===== config.mk =====
export PLATFORM = sky130hd
export DESIGN_NAME = pc_redirect_unit_flat
export DESIGN_NICKNAME = d
export VERILOG_FILES = /design/src/rtl/pc_redirect_unit_if.sv /design/src/rtl/pc_redirect_unit.sv /design/src/flat_wrapper.sv
export SDC_FILE = /design/constraint.sdc
export NUM_CORES = 1
export LEC_CHECK = 0
export BUFFER_PORTS_ARGS = -buffer_cell sky130_fd_sc_hd__buf_2
export CAP_MARGIN = 40
export CORE_UTILIZATION = 51
export CTS_CLUSTER_SIZE = 8
export DETAILED_ROUTE_END_ITERATION = 10
export HOLD_SLACK_MARGIN = 0.05
export MAX_ROUTING_LAYER = met4
export PLACE_DENSITY_LB_ADDON = 0.25
export SYNTH_ARGS = -nofsm -noshare
export SYNTH_HDL_FRONTEND = slang
export SYNTH_SLANG_ARGS = --single-unit
export TNS_END_PERCENT = 50

===== constraint.sdc =====
create_clock -name clock -period 2.65 [get_ports clock]
set_input_delay 0.265 -clock clock [delete_from_list [all_inputs] [get_ports clock]]
set_output_delay 0.265 -clock clock [all_outputs]
set_load 0.03 [all_outputs]

===== src/rtl/pc_redirect_unit_if.sv =====
// Purpose: groups the execute-side redirect inputs and fetch-side outputs of pc_redirect_unit.
// Latency: wiring only.
// Backpressure: stall travels with the bundle. PC_REDIRECT_STATS_EN adds the counter outputs.
interface pc_redirect_unit_if;
    logic        stall;
    logic        ex_valid;
    logic        ex_br_tk;
    logic        ex_jump;
    logic [31:0] ex_target;
    logic [31:0] f_pc;
    logic        f_valid;
    logic        flush_d;
    logic        flush_e;
    logic        misalign;
`ifdef PC_REDIRECT_STATS_EN
    logic [31:0] stat_redirects;
    logic [31:0] stat_stall_cycles;
`endif

    // Execute/hazard side: drives the decision and sees the fetch PC and flushes.
    modport master (
        output stall, ex_valid, ex_br_tk, ex_jump, ex_target,
`ifdef PC_REDIRECT_STATS_EN
        input  stat_redirects, stat_stall_cycles,
`endif
        input  f_pc, f_valid, flush_d, flush_e, misalign
    );

    // PC unit side.
    modport slave (
        input  stall, ex_valid, ex_br_tk, ex_jump, ex_target,
`ifdef PC_REDIRECT_STATS_EN
        output stat_redirects, stat_stall_cycles,
`endif
        output f_pc, f_valid, flush_d, flush_e, misalign
    );
endinterface


===== src/rtl/pc_redirect_unit.sv =====
// Purpose: fetch PC generator with execute-stage redirect, post-redirect bubble and misaligned-target halt.
// Latency: a redirect seen in cycle N puts the target on f_pc in cycle N+1, and the next sequential PC in N+2.
// Backpressure: stall holds the PC unless a redirect is taken, because a redirect overrides stall.
// Optional: define PC_REDIRECT_STATS_EN for the redirect and stall-cycle counters.
module pc_redirect_unit #(
    parameter logic [31:0] RESET_PC = 32'h0100_0000,
    parameter int unsigned PC_STEP  = 4
) (
    input  logic               clock,
    input  logic               reset,
    pc_redirect_unit_if.slave  bus
);
    typedef enum logic [1:0] {BOOT, RUN, BUBBLE, HALT} state_t;

    state_t      state;
    state_t      state_nxt;
    logic [31:0] pc_q;
    logic [31:0] pc_nxt;
    logic        mis_q;
    logic        mis_nxt;
    logic        redirect;
    logic        valid_raw;
    logic        flush_raw;

    // Redirects only count in RUN: in BUBBLE execute holds the slot we just flushed.
    assign redirect = bus.ex_valid & (bus.ex_br_tk | bus.ex_jump) & (state == RUN);

    // State, PC and sticky misalign registers.
    always_ff @(posedge clock) begin
        if (reset) begin
            state <= BOOT;
            pc_q  <= RESET_PC;
            mis_q <= 1'b0;
        end else begin
            state <= state_nxt;
            pc_q  <= pc_nxt;
            mis_q <= mis_nxt;
        end
    end

    // Next-state, next-PC and the raw fetch-valid/flush decode.
    always_comb begin
        state_nxt = state;
        pc_nxt    = pc_q;
        mis_nxt   = mis_q;
        valid_raw = 1'b0;
        flush_raw = 1'b0;
        case (state)
            BOOT: begin
                state_nxt = RUN;
            end
            RUN: begin
                valid_raw = 1'b1;
                if (redirect) begin
                    // A younger instruction is killed either way, even if it is stalled.
                    flush_raw = 1'b1;
                    if (bus.ex_target[1:0] == 2'b00) begin
                        pc_nxt    = bus.ex_target;
                        state_nxt = BUBBLE;
                    end else begin
                        mis_nxt   = 1'b1;
                        state_nxt = HALT;
                    end
                end else if (!bus.stall) begin
                    pc_nxt = pc_q + 32'(PC_STEP);
                end
            end
            BUBBLE: begin
                valid_raw = 1'b1;
                state_nxt = RUN;
                if (!bus.stall) begin
                    pc_nxt = pc_q + 32'(PC_STEP);
                end
            end
            HALT: begin
                state_nxt = HALT;
            end
            default: begin
                state_nxt = BOOT;
            end
        endcase
    end

    // Reset overrides everything, so it also suppresses fetch and flushes in its own cycle.
    assign bus.f_pc     = pc_q;
    assign bus.f_valid  = valid_raw & ~reset;
    assign bus.flush_d  = flush_raw & ~reset;
    assign bus.flush_e  = flush_raw & ~reset;
    assign bus.misalign = mis_q;

`ifdef PC_REDIRECT_STATS_EN
    logic [31:0] redir_cnt;
    logic [31:0] stall_cnt;

    // Event counters, which wrap naturally at 2^32.
    always_ff @(posedge clock) begin
        if (reset) begin
            redir_cnt <= 32'd0;
            stall_cnt <= 32'd0;
        end else begin
            if (redirect) begin
                redir_cnt <= redir_cnt + 32'd1;
            end
            if ((state == RUN || state == BUBBLE) && bus.stall && !redirect) begin
                stall_cnt <= stall_cnt + 32'd1;
            end
        end
    end

    assign bus.stat_redirects    = redir_cnt;
    assign bus.stat_stall_cycles = stall_cnt;
`endif
endmodule


===== src/flat_wrapper.sv =====
// flat-port wrapper written by rule: the top's interface ports become plain ports
module pc_redirect_unit_flat 
#(
    parameter logic [31:0] RESET_PC = 32'h0100_0000,
    parameter int unsigned PC_STEP  = 4
)
  (clock, reset, bus_stall, bus_ex_valid, bus_ex_br_tk, bus_ex_jump, bus_ex_target, bus_f_pc, bus_f_valid, bus_flush_d, bus_flush_e, bus_misalign);
  pc_redirect_unit_if bus_i ();
  input  logic clock;
  input  logic reset;
  input wire logic [$bits(bus_i.stall)-1:0] bus_stall;
  input wire logic [$bits(bus_i.ex_valid)-1:0] bus_ex_valid;
  input wire logic [$bits(bus_i.ex_br_tk)-1:0] bus_ex_br_tk;
  input wire logic [$bits(bus_i.ex_jump)-1:0] bus_ex_jump;
  input wire logic [$bits(bus_i.ex_target)-1:0] bus_ex_target;
  output wire logic [$bits(bus_i.f_pc)-1:0] bus_f_pc;
  output wire logic [$bits(bus_i.f_valid)-1:0] bus_f_valid;
  output wire logic [$bits(bus_i.flush_d)-1:0] bus_flush_d;
  output wire logic [$bits(bus_i.flush_e)-1:0] bus_flush_e;
  output wire logic [$bits(bus_i.misalign)-1:0] bus_misalign;
  assign bus_i.stall = bus_stall;
  assign bus_i.ex_valid = bus_ex_valid;
  assign bus_i.ex_br_tk = bus_ex_br_tk;
  assign bus_i.ex_jump = bus_ex_jump;
  assign bus_i.ex_target = bus_ex_target;
  assign bus_f_pc = bus_i.f_pc;
  assign bus_f_valid = bus_i.f_valid;
  assign bus_flush_d = bus_i.flush_d;
  assign bus_flush_e = bus_i.flush_e;
  assign bus_misalign = bus_i.misalign;
  pc_redirect_unit #(.RESET_PC(RESET_PC), .PC_STEP(PC_STEP)) u_core (.clock(clock), .reset(reset), .bus(bus_i));
endmodule

==> results.py, run 1 <==
metrics = {
    "run_status": {
        "outcome": "complete, no violations",
    },
    "job": {
        "cap_violations": 0,
    },
    "pwr": {
        "power.clock.fraction": 0.273,
        "p_seq_frac": 0.440,
        "power_mw": 1.393,
        "sw_frac_of_total": 0.3634,
        "p_leak_nw": 1.244,
        "p_int_uw": 886.7,
        "ir_worst_vdd_mv": 0.2960,
        "combPwrFrac": 0.288,
        "power_switching_uw": 506.1,
        "powerDensity_nw_per_um2": 491.9,
    },
    "layout": {
        "drive_gt1_frac": 0.2986,
        "final_area_um2": 2831,
        "fillCellCount": 408,
        "areaGrowthSynthToFinish_pct": 20.89,
        "multiInputGateArea_um2": 1540,
        "fin_cells": 417,
        "antenna_cells": 0,
        "final_util": 0.6458,
        "regArea_um2": 700.7,
        "nNetsFinal": 407,
    },
    "detailed_routing": {
        "wl_met2_mm": 3.234,
        "vias": 2600,
        "highest_layer": "met4",
        "dr.pass1.iters": 4,
        "drc_errors": 0,
        "wl_per_cell_um": 16.37,
        "wl_met1_mm": 3.037,
        "first_iter_violations": 165,
        "ant_nets": 0,
        "wl_mm": 6.826,
        "via_per_inst": 6.235,
        "wl_met3_um": 404,
    },
    "die": {
        "die_w_um": 69.77,
        "fp-row-count": 24,
        "core_area_um2": 4384,
        "initial_core_util": 0.5342,
        "dieHeight_um": 69.77,
        "die-area_um2": 4868,
        "io_pins": 74,
    },
    "synth": {
        "yosysWarnings": 0,
        "synth_edf_count": 0,
        "avgSynthCellArea_um2": 8.021,
        "synthArstFlopShare": 0,
        "synth_most_common_cell": "dfxtp_1",
        "yosysSeqAreaShare": 0.2991,
        "synthTopCellsByArea": "dfxtp_1 30%, a21oi_1 4.7%, nor2_1 4.5%",
        "synth_common_cells": "35 x dfxtp_1, 28 x nor2_1, 27 x nand2_1, 22 x a21oi_1, 19 x nand3_1",
        "ys_types": 66,
        "ys_ff_latch": 35,
        "synth-main-ff-cell": "dfxtp_1",
        "syn-cell-area_um2": 2342,
        "postSynthCellCount": 292,
        "syn_nets": 335,
        "synth_top_area_cell": "dfxtp_1",
        "synth_top_area_share": 0.2991,
    },
    "setup_path": {
        "crit_chain": "inv_1 > ha_1 > o21bai_2 > buf_8 > or3_1 > mux2_1 > a31oi_1",
        "rr_startpoint": "u_core.state[0]$_SDFFE_PP0P_",
        "rr_worst_depth": 7,
        "worstSetupEndpointType": "flip-flop",
        "timing.rr.end": "u_core.bus.f_pc[21]$_SDFFE_PP0P_",
        "cp.required_ns": 2.87,
        "cp.arrival_ns": 2.39,
        "critPathMaxFanout": 22,
        "regToRegSetupSlack_ns": 0.48,
        "cp_slowest_stage_delay_ns": 0.40,
        "critPathSlowestCell": "dfxtp_1",
        "crit_type": "reg -> reg",
        "critPathLaunchType": "flip-flop",
    },
    "clocking": {
        "hold_buffers": 0,
        "path_clk_slew_ns": 0.07,
        "cts_buffers": 5,
        "clk_latency_ns": 0.29,
        "cts_htree_levels": 2,
        "cts_sinks": 35,
        "post_cts_resized": 0,
        "cts_tree": "built",
        "cts_buffer_depth": 2,
        "postCtsSetupBuffers": 0,
        "cts_root_buf": "clkbuf_8",
    },
    "grt": {
        "grt_pass1_wl_mm": 11.24,
        "antenna_found_initial": 0,
        "grt_usage": 0.2949,
        "grt_overflow": 0,
        "grt_max_degree": 33,
        "grt_pass1_vias": 2363,
    },
    "worst_hold_path": {
        "hold_depth": 3,
        "min_from": "bus_ex_target[10]",
        "hp-class": "in -> reg",
        "min_to": "u_core.bus.f_pc[10]$_SDFFE_PP0P_",
    },
    "sta": {
        "fin_crit_ns": 2.173,
        "rsz0062_at_grt": "false",
        "hold_viol": 0,
        "skew_ns": 0.006308,
        "whs_ns": 0.2400,
        "fin_setup_tns_ns": 0,
        "drv_slew": 0,
        "fin_ws_ns": 0.4766,
        "post-route-period-util": 0.8202,
        "worstMarginPinSlew_ns": 0.6922,
        "relSlewSlack": 0.5350,
        "setup_viol": 0,
        "fmax_ghz": 0.4601,
    },
    "placed_design": {
        "place_hpwl_mm": 4.981,
        "dp.cells": 409,
        "dpl_cell_area_um2": 2750,
        "gp_congestion": 0.8621,
        "io_buffers": 73,
        "place_ws_ns": 0.5153,
    },
}
-- per-layer routing --
layer | vias to the layer above | global-route usage
li1 | 1267 | -
met1 | 1223 | 0.3838
met2 | 97 | 0.4562
met3 | 13 | 0.04942
met4 | 0 | 0.1156
met5 | - | -
-- sequential cells by signal, indices dropped and copies added, names as in the netlist --
name	flops
u_core.bus.f_pc	32
u_core.state	2
u_core.bus.misalign	1
-- worst max-delay path: cells and delay by family, from the launching register on --
family | cells | cell delay (ns)
compound gates | 2 | 0.42
fa+ha+maj | 1 | 0.39
buf+inv | 2 | 0.27
flops | 1 | 0.40
mux | 1 | 0.28
simple gates | 1 | 0.34
-- layout by cell type (no fill, tap or decap), types with 3 or more instances in the layout --
master / Yosys / final
nand4_2: 4 / 4
o22ai_1: 5 / 5
nand2b_1: 3 / 3
nand2_1: 27 / 27
clkbuf_8: 1 / 5
o211ai_1: 3 / 3
buf_4: 3 / 5
ha_1: 5 / 5
a31oi_1: 4 / 4
nor2_1: 28 / 27
nor4_1: 5 / 5
or3_1: 10 / 10
nand3_1: 19 / 19
nand4_1: 4 / 4
o221ai_1: 3 / 3
a22oi_1: 4 / 4
inv_1: 7 / 7
dfxtp_1: 35 / 35
a211oi_1: 8 / 8
a21o_1: 3 / 3
a21oi_1: 22 / 22
and3_1: 8 / 8
o21ai_0: 13 / 13
buf_2: 3 / 73
nor3_1: 6 / 6
-- cell type report --
type | count | area share
multi-input combinational | 236 | 0.5440
sequential | 35 | 0.2475
timing repair buffer | 79 | 0.1476
clock buffer | 7 | 0.02696
tap | 52 | 0.02298
inverter | 7 | 0.009280
clock inverter | 1 | 0.001768
-- logic make-up after synthesis --
logic type,count (synthesis),share of synthesized area
adders and majority gates,5,0.02671
buffers and inverters,21,0.04433
DFF,35,0.2991
and+or+nand+nor,137,0.3462
muxes,4,0.01816
AOI/OAI and AO/OA,90,0.2655
-- power by group through the flow --
stage / combinational [mW] / clock [mW] / sequential, mW
finish: 0.401 / 0.380 / 0.613
CTS: 0.398 / 0.382 / 0.612
detailed placement: 0.397 / 0 / 0.623
global placement: 0.382 / 0 / 0.622
global route: 0.432 / 0.408 / 0.620
floorplan: 0.217 / 0 / 0.674
-- how the worst max path moves through the flow --
stage	startpoint	to	slack, ns	depth (start not counted)
after CTS	u_core.state[0]$_SDFFE_PP0P_	u_core.bus.f_pc[21]$_SDFFE_PP0P_	0.49	7
after global routing	u_core.state[0]$_SDFFE_PP0P_	u_core.bus.f_pc[12]$_SDFFE_PP0P_	0.33	6
final	u_core.state[0]$_SDFFE_PP0P_	u_core.bus.f_pc[21]$_SDFFE_PP0P_	0.48	7
after detailed placement	u_core.state[0]$_SDFFE_PP0P_	u_core.bus.f_pc[21]$_SDFFE_PP0P_	0.52	7
after global placement	u_core.state[0]$_SDFFE_PP0P_	u_core.bus.f_pc[21]$_SDFFE_PP0P_	0.45	6
after floorplan	u_core.bus.f_pc[2]$_SDFFE_PP0P_	u_core.bus.f_pc[14]$_SDFFE_PP0P_	0.69	6
No activity file was read; power rests on OpenSTA's default activity.
==> inputs of run 2 (changes only) <==
==> constraint.sdc (replaced) <==
create_clock -name clock -period 2.3 [get_ports clock]
set_input_delay 0.23 -clock clock [delete_from_list [all_inputs] [get_ports clock]]
set_output_delay 0.23 -clock clock [all_outputs]
set_load 0.03 [all_outputs]
==> results.py, run 2 (same netlist as run 1, synthesis figures left out) <==
metrics = {
    "run_status": {
        "outcome": "complete, no violations",
    },
    "detailed_routing": {
        "wl_mm": 7.076,
        "dr.pass1.iters": 5,
        "first_iter_violations": 294,
        "via_per_inst": 6.304,
        "vias": 2654,
        "drc_errors": 0,
        "wl_per_cell_um": 16.81,
        "ant_nets": 0,
    },
    "placed_design": {
        "io_buffers": 73,
        "place_hpwl_mm": 5.130,
        "place_ws_ns": 0.1449,
        "dpl_cell_area_um2": 2773,
        "gp_congestion": 0.9191,
    },
    "setup_path": {
        "worstSetupStartpoint": "u_core.state[1]$_SDFFE_PP0P_",
        "timing.rr.end": "u_core.bus.f_pc[14]$_SDFFE_PP0P_",
        "cp.required_ns": 2.52,
        "rr_worst_depth": 7,
        "crit_chain": "inv_1 > ha_1 > o211ai_2 > a21oi_1 > nor3_1 > or3b_1 > o211ai_1",
        "cp.arrival_ns": 2.40,
        "critPathSlowestCell": "nor3_1",
        "crit_type": "reg -> reg",
        "cp_slowest_stage_delay_ns": 0.58,
        "rr_startpoint": "u_core.state[1]$_SDFFE_PP0P_",
        "worstSetupEndpointType": "flip-flop",
        "crit_path_end": "u_core.bus.f_pc[14]$_SDFFE_PP0P_",
        "critPathLaunchType": "flip-flop",
        "regToRegSetupSlack_ns": 0.12,
        "critPathMaxFanout": 6,
    },
    "die": {
        "dieHeight_um": 69.77,
        "core_area_um2": 4384,
        "fp-row-count": 24,
        "die-area_um2": 4868,
        "initial_core_util": 0.5342,
        "io_pins": 74,
        "die_w_um": 69.77,
    },
    "grt": {
        "grt_max_degree": 23,
        "grt_pass1_vias": 2362,
        "grt_overflow": 0,
        "grt_usage": 0.2935,
        "antenna_found_initial": 0,
        "grt_pass1_wl_mm": 11.25,
    },
    "clocking": {
        "clk_latency_ns": 0.29,
        "cts_sinks": 35,
        "path_clk_slew_ns": 0.08,
        "cts_root_buf": "clkbuf_8",
        "cts_htree_levels": 2,
        "cts_tree": "built",
        "postCtsSetupBuffers": 0,
        "cts_buffer_depth": 2,
        "cts_buffers": 5,
    },
    "layout": {
        "fillCellCount": 404,
        "final_area_um2": 2880,
        "multiInputGateArea_um2": 1548,
        "layout_common_cells": "73 x buf_2, 35 x dfxtp_1, 27 x nor2_1, 27 x nand2_1, 22 x a21oi_1",
        "nNetsFinal": 411,
        "drive_gt1_frac": 0.3089,
        "layout_commonest_cell": "buf_2",
        "regArea_um2": 700.7,
        "largest_reg_flops": 32,
        "areaGrowthSynthToFinish_pct": 22.97,
        "antenna_cells": 0,
    },
    "sta": {
        "fin_crit_ns": 2.178,
        "fin_setup_tns_ns": 0,
        "setup_viol": 0,
        "relSlewSlack": 0.5278,
        "rsz0062_at_grt": "false",
        "whs_ns": 0.1869,
        "hold_viol": 0,
        "fmax_ghz": 0.4592,
        "skew_ns": 0.007433,
        "fin_ws_ns": 0.1221,
        "worstMarginPinSlew_ns": 0.7029,
        "post-route-period-util": 0.9469,
        "drv_slew": 0,
    },
    "pwr": {
        "ir_worst_vdd_mv": 0.3095,
        "powerDensity_nw_per_um2": 583.2,
        "p_leak_nw": 1.271,
    },
    "job": {
        "cap_violations": 0,
    },
    "worst_hold_path": {
        "hp-class": "in -> reg",
    },
}
[run 2: cell count changes in the layout (fill, tap and decap cells not counted), sizes merged]
| cell | delta |
|---|---|
| buf | +4 |
| clkbuf | +1 |
| clkinv | -1 |
[run 2: per-layer routing]
metal	GRT usage	vias to the layer above	wire [um]
met5	-	-	0
met4	0.1000	0	127
met3	0.04797	13	480
met2	0.4487	114	3284
met1	0.3937	1243	3183
li1	-	1284	-
[run 2: worst min-delay path by stage]
stage	startpoint	to	cells past startpoint
2_1_floorplan	bus_ex_target[10]	u_core.bus.f_pc[10]$_SDFFE_PP0P_	2
3_3_place_gp	u_core.bus.misalign$_SDFFE_PP0P_	u_core.bus.misalign$_SDFFE_PP0P_	2
3_5_place_dp	u_core.bus.f_pc[0]$_SDFFE_PP0P_	u_core.bus.f_pc[0]$_SDFFE_PP0P_	1
4_1_cts	bus_ex_target[9]	u_core.bus.f_pc[9]$_SDFFE_PP0P_	3
5_1_grt	bus_ex_target[9]	u_core.bus.f_pc[9]$_SDFFE_PP0P_	3
6_report	bus_ex_target[9]	u_core.bus.f_pc[9]$_SDFFE_PP0P_	3
[run 2: what timing repair did]
action / in CTS / in global routing
setup endpoints to repair: 0 / 8
hold buffers: 0 / 0
hold endpoints to repair: 0 / 0
gates resized for setup: 0 / 1
[run 2: through the flow]
stage / power [mW] / cells / util
4_1_cts: 1.672 / 421 / 0.6553
2_1_floorplan: 1.027 / 292 / -
3_3_place_gp: 1.168 / 413 / 0.6324
6_report: 1.680 / 421 / 0.6570
3_5_place_dp: 1.178 / 413 / 0.6324
5_1_grt: 1.752 / 421 / 0.6570
[run 2: where the power goes]
group	total [mW]	internal [mW]	switching [mW]
clock	0.505	0.274	0.232
combinational	0.468	0.169	0.299
sequential	0.707	0.645	0.0612
total	1.68	1.09	0.592
[run 2: worst max-delay path: cells and delay by family (launching register included)]
family,cells,cell delay (ns)
AOI/OAI and AO/OA,3,0.42
buffers and inverters,1,0.08
and+or+nand+nor,2,0.99
DFF,1,0.37
adders and majority gates,1,0.25
[run 2: cell type report]
type	instances	share of cell area
repair buffers	83	0.1529
well taps	52	0.02259
multi-input cells	236	0.5374
flip-flops and latches	35	0.2433
inverters	7	0.009123
clock buffers	8	0.03475
==> inputs of run 3 (changes only) <==
--- a/config.mk
+++ b/config.mk
@@ -7,7 +7,7 @@
 export LEC_CHECK = 0
 export BUFFER_PORTS_ARGS = -buffer_cell sky130_fd_sc_hd__buf_2
 export CAP_MARGIN = 40
-export CORE_UTILIZATION = 51
+export CORE_UTILIZATION = 43
 export CTS_CLUSTER_SIZE = 8
 export DETAILED_ROUTE_END_ITERATION = 10
 export HOLD_SLACK_MARGIN = 0.05
==> results.py, run 3 (same netlist as run 1, synthesis figures left out) <==
metrics = {
    "grt": {
        "grt_overflow": 0,
        "grt_pass1_vias": 2306,
        "grt_pass1_wl_mm": 11.45,
        "grt_max_degree": 27,
        "antenna_found_initial": 0,
        "grt_usage": 0.2741,
    },
    "layout": {
        "regArea_um2": 700.7,
        "multiInputGateArea_um2": 1540,
        "antenna_cells": 0,
        "layout_common_cells": "73 x buf_2, 35 x dfxtp_1, 27 x nor2_1, 27 x nand2_1, 22 x a21oi_1",
        "layout_commonest_cell": "buf_2",
        "fin_cells": 442,
        "drive_gt1_frac": 0.3145,
        "fillCellCount": 495,
        "final_area_um2": 2943,
        "areaGrowthSynthToFinish_pct": 25.64,
        "nNetsFinal": 414,
        "largest_reg_flops": 32,
        "final_util": 0.5689,
    },
    "setup_path": {
        "critPathLaunchType": "flip-flop",
        "cp.arrival_ns": 2.34,
        "crit_chain": "inv_1 > ha_1 > o211ai_2 > a21oi_1 > nor3_1 > or3b_1 > o211ai_1",
        "crit_type": "reg -> reg",
        "regToRegSetupSlack_ns": 0.18,
        "worstSetupEndpointType": "flip-flop",
        "critPathMaxFanout": 6,
        "timing.rr.end": "u_core.bus.f_pc[14]$_SDFFE_PP0P_",
        "rr_startpoint": "u_core.state[1]$_SDFFE_PP0P_",
        "rr_worst_depth": 7,
        "cp.required_ns": 2.52,
        "cp_slowest_stage_delay_ns": 0.56,
        "critPathSlowestCell": "nor3_1",
    },
    "clocking": {
        "cts_htree_levels": 2,
        "cts_buffers": 5,
        "postCtsSetupBuffers": 0,
        "post_cts_resized": 0,
        "clk_latency_ns": 0.29,
        "cts_buffer_depth": 2,
        "cts_root_buf": "clkbuf_8",
        "cts_tree": "built",
        "hold_buffers": 0,
        "cts_sinks": 35,
        "path_clk_slew_ns": 0.08,
    },
    "placed_design": {
        "place_ws_ns": 0.2084,
        "gp_congestion": 0.9031,
        "place_hpwl_mm": 5.452,
        "io_buffers": 73,
        "dpl_cell_area_um2": 2843,
        "dp.cells": 434,
    },
    "die": {
        "io_pins": 74,
        "core_area_um2": 5172,
        "die_w_um": 75.81,
        "dieHeight_um": 75.81,
        "initial_core_util": 0.4528,
        "fp-row-count": 26,
        "die-area_um2": 5746,
    },
    "pwr": {
        "powerDensity_nw_per_um2": 577.2,
        "p_seq_frac": 0.415,
        "power_switching_uw": 593.6,
        "p_leak_nw": 1.292,
        "sw_frac_of_total": 0.3495,
        "combPwrFrac": 0.292,
        "p_int_mw": 1.105,
        "ir_worst_vdd_mv": 0.2394,
        "power.clock.fraction": 0.293,
    },
    "sta": {
        "fin_ws_ns": 0.1789,
        "relSlewSlack": 0.5403,
        "worstMarginPinSlew_ns": 0.6843,
        "setup_viol": 0,
        "skew_ns": 0.01218,
        "fin_crit_ns": 2.121,
        "post-route-period-util": 0.9222,
        "fin_setup_tns_ns": 0,
        "rsz0062_at_grt": "false",
        "drv_slew": 0,
        "fmax_ghz": 0.4714,
        "hold_viol": 0,
    },
    "worst_hold_path": {
        "min_to": "u_core.bus.f_pc[20]$_SDFFE_PP0P_",
        "min_from": "bus_ex_target[20]",
        "hp-class": "in -> reg",
        "hold_depth": 3,
    },
    "detailed_routing": {
        "ant_nets": 0,
        "wl_mm": 7.327,
        "vias": 2684,
        "first_iter_violations": 252,
        "drc_errors": 0,
        "wl_per_cell_um": 16.58,
        "via_per_inst": 6.072,
        "dr.pass1.iters": 5,
    },
    "run_status": {
        "outcome": "complete, no violations",
    },
    "job": {
        "cap_violations": 0,
    },
}
==> run 3: cell count changes in the layout (fill, tap and decap cells not counted), sizes merged <==
| cell | before | now |
|---|---|---|
| buf | 83 | 86 |
==> run 3: layer usage <==
layer  part of all wire  up-vias  GRT usage
li1                   -     1287          -
met1               0.45     1262     0.3732
met2               0.46      125     0.4238
met3              0.078       10    0.04762
met4              0.012        0    0.05761
met5                  0        -          -
==> run 3: layout make-up <==
class / instances / share of cell area
sequential: 35 / 0.2381
inverter: 7 / 0.008929
tap: 70 / 0.02976
clock buffer: 8 / 0.03401
multi-input combinational: 236 / 0.5234
timing repair buffer: 86 / 0.1658
==> run 3: worst max path at each step <==
stage                                    startpoint                                to  depth (start not counted)
detailed placement     u_core.state[1]$_SDFFE_PP0P_  u_core.bus.f_pc[14]$_SDFFE_PP0P_                          7
global placement       u_core.state[0]$_SDFFE_PP0P_  u_core.bus.f_pc[21]$_SDFFE_PP0P_                          6
floorplan           u_core.bus.f_pc[2]$_SDFFE_PP0P_  u_core.bus.f_pc[14]$_SDFFE_PP0P_                          6
global route           u_core.state[1]$_SDFFE_PP0P_  u_core.bus.f_pc[14]$_SDFFE_PP0P_                          7
CTS                    u_core.state[0]$_SDFFE_PP0P_  u_core.bus.f_pc[21]$_SDFFE_PP0P_                          6
finish                 u_core.state[1]$_SDFFE_PP0P_  u_core.bus.f_pc[14]$_SDFFE_PP0P_                          7
==> run 3: power groups by stage <==
stage          logic [mW]  registers, mW  clock network [mW]
2_1_floorplan       0.250          0.777                   0
3_3_place_gp        0.486          0.716                   0
6_report            0.496          0.705               0.498
3_5_place_dp        0.492          0.717                   0
4_1_cts             0.494          0.703               0.508
5_1_grt             0.541          0.711               0.539
==> run 3: worst max-delay path: cells and delay by family (launching register included) <==
| kind | cells | cell delay [ns] |
|---|---|---|
| and+or+nand+nor | 2 | 0.96 |
| AOI/OAI and AO/OA | 3 | 0.38 |
| DFF | 1 | 0.38 |
| adders and majority gates | 1 | 0.25 |
| buffers and inverters | 1 | 0.08 |
==> run 3: through the flow <==
stage / hold slack, ns / power, mW
2_1_floorplan: 0.3804 / 1.027
3_5_place_dp: 0.4617 / 1.209
6_report: 0.2100 / 1.699
5_1_grt: 0.2067 / 1.791
4_1_cts: 0.2116 / 1.706
3_3_place_gp: 0.4576 / 1.203
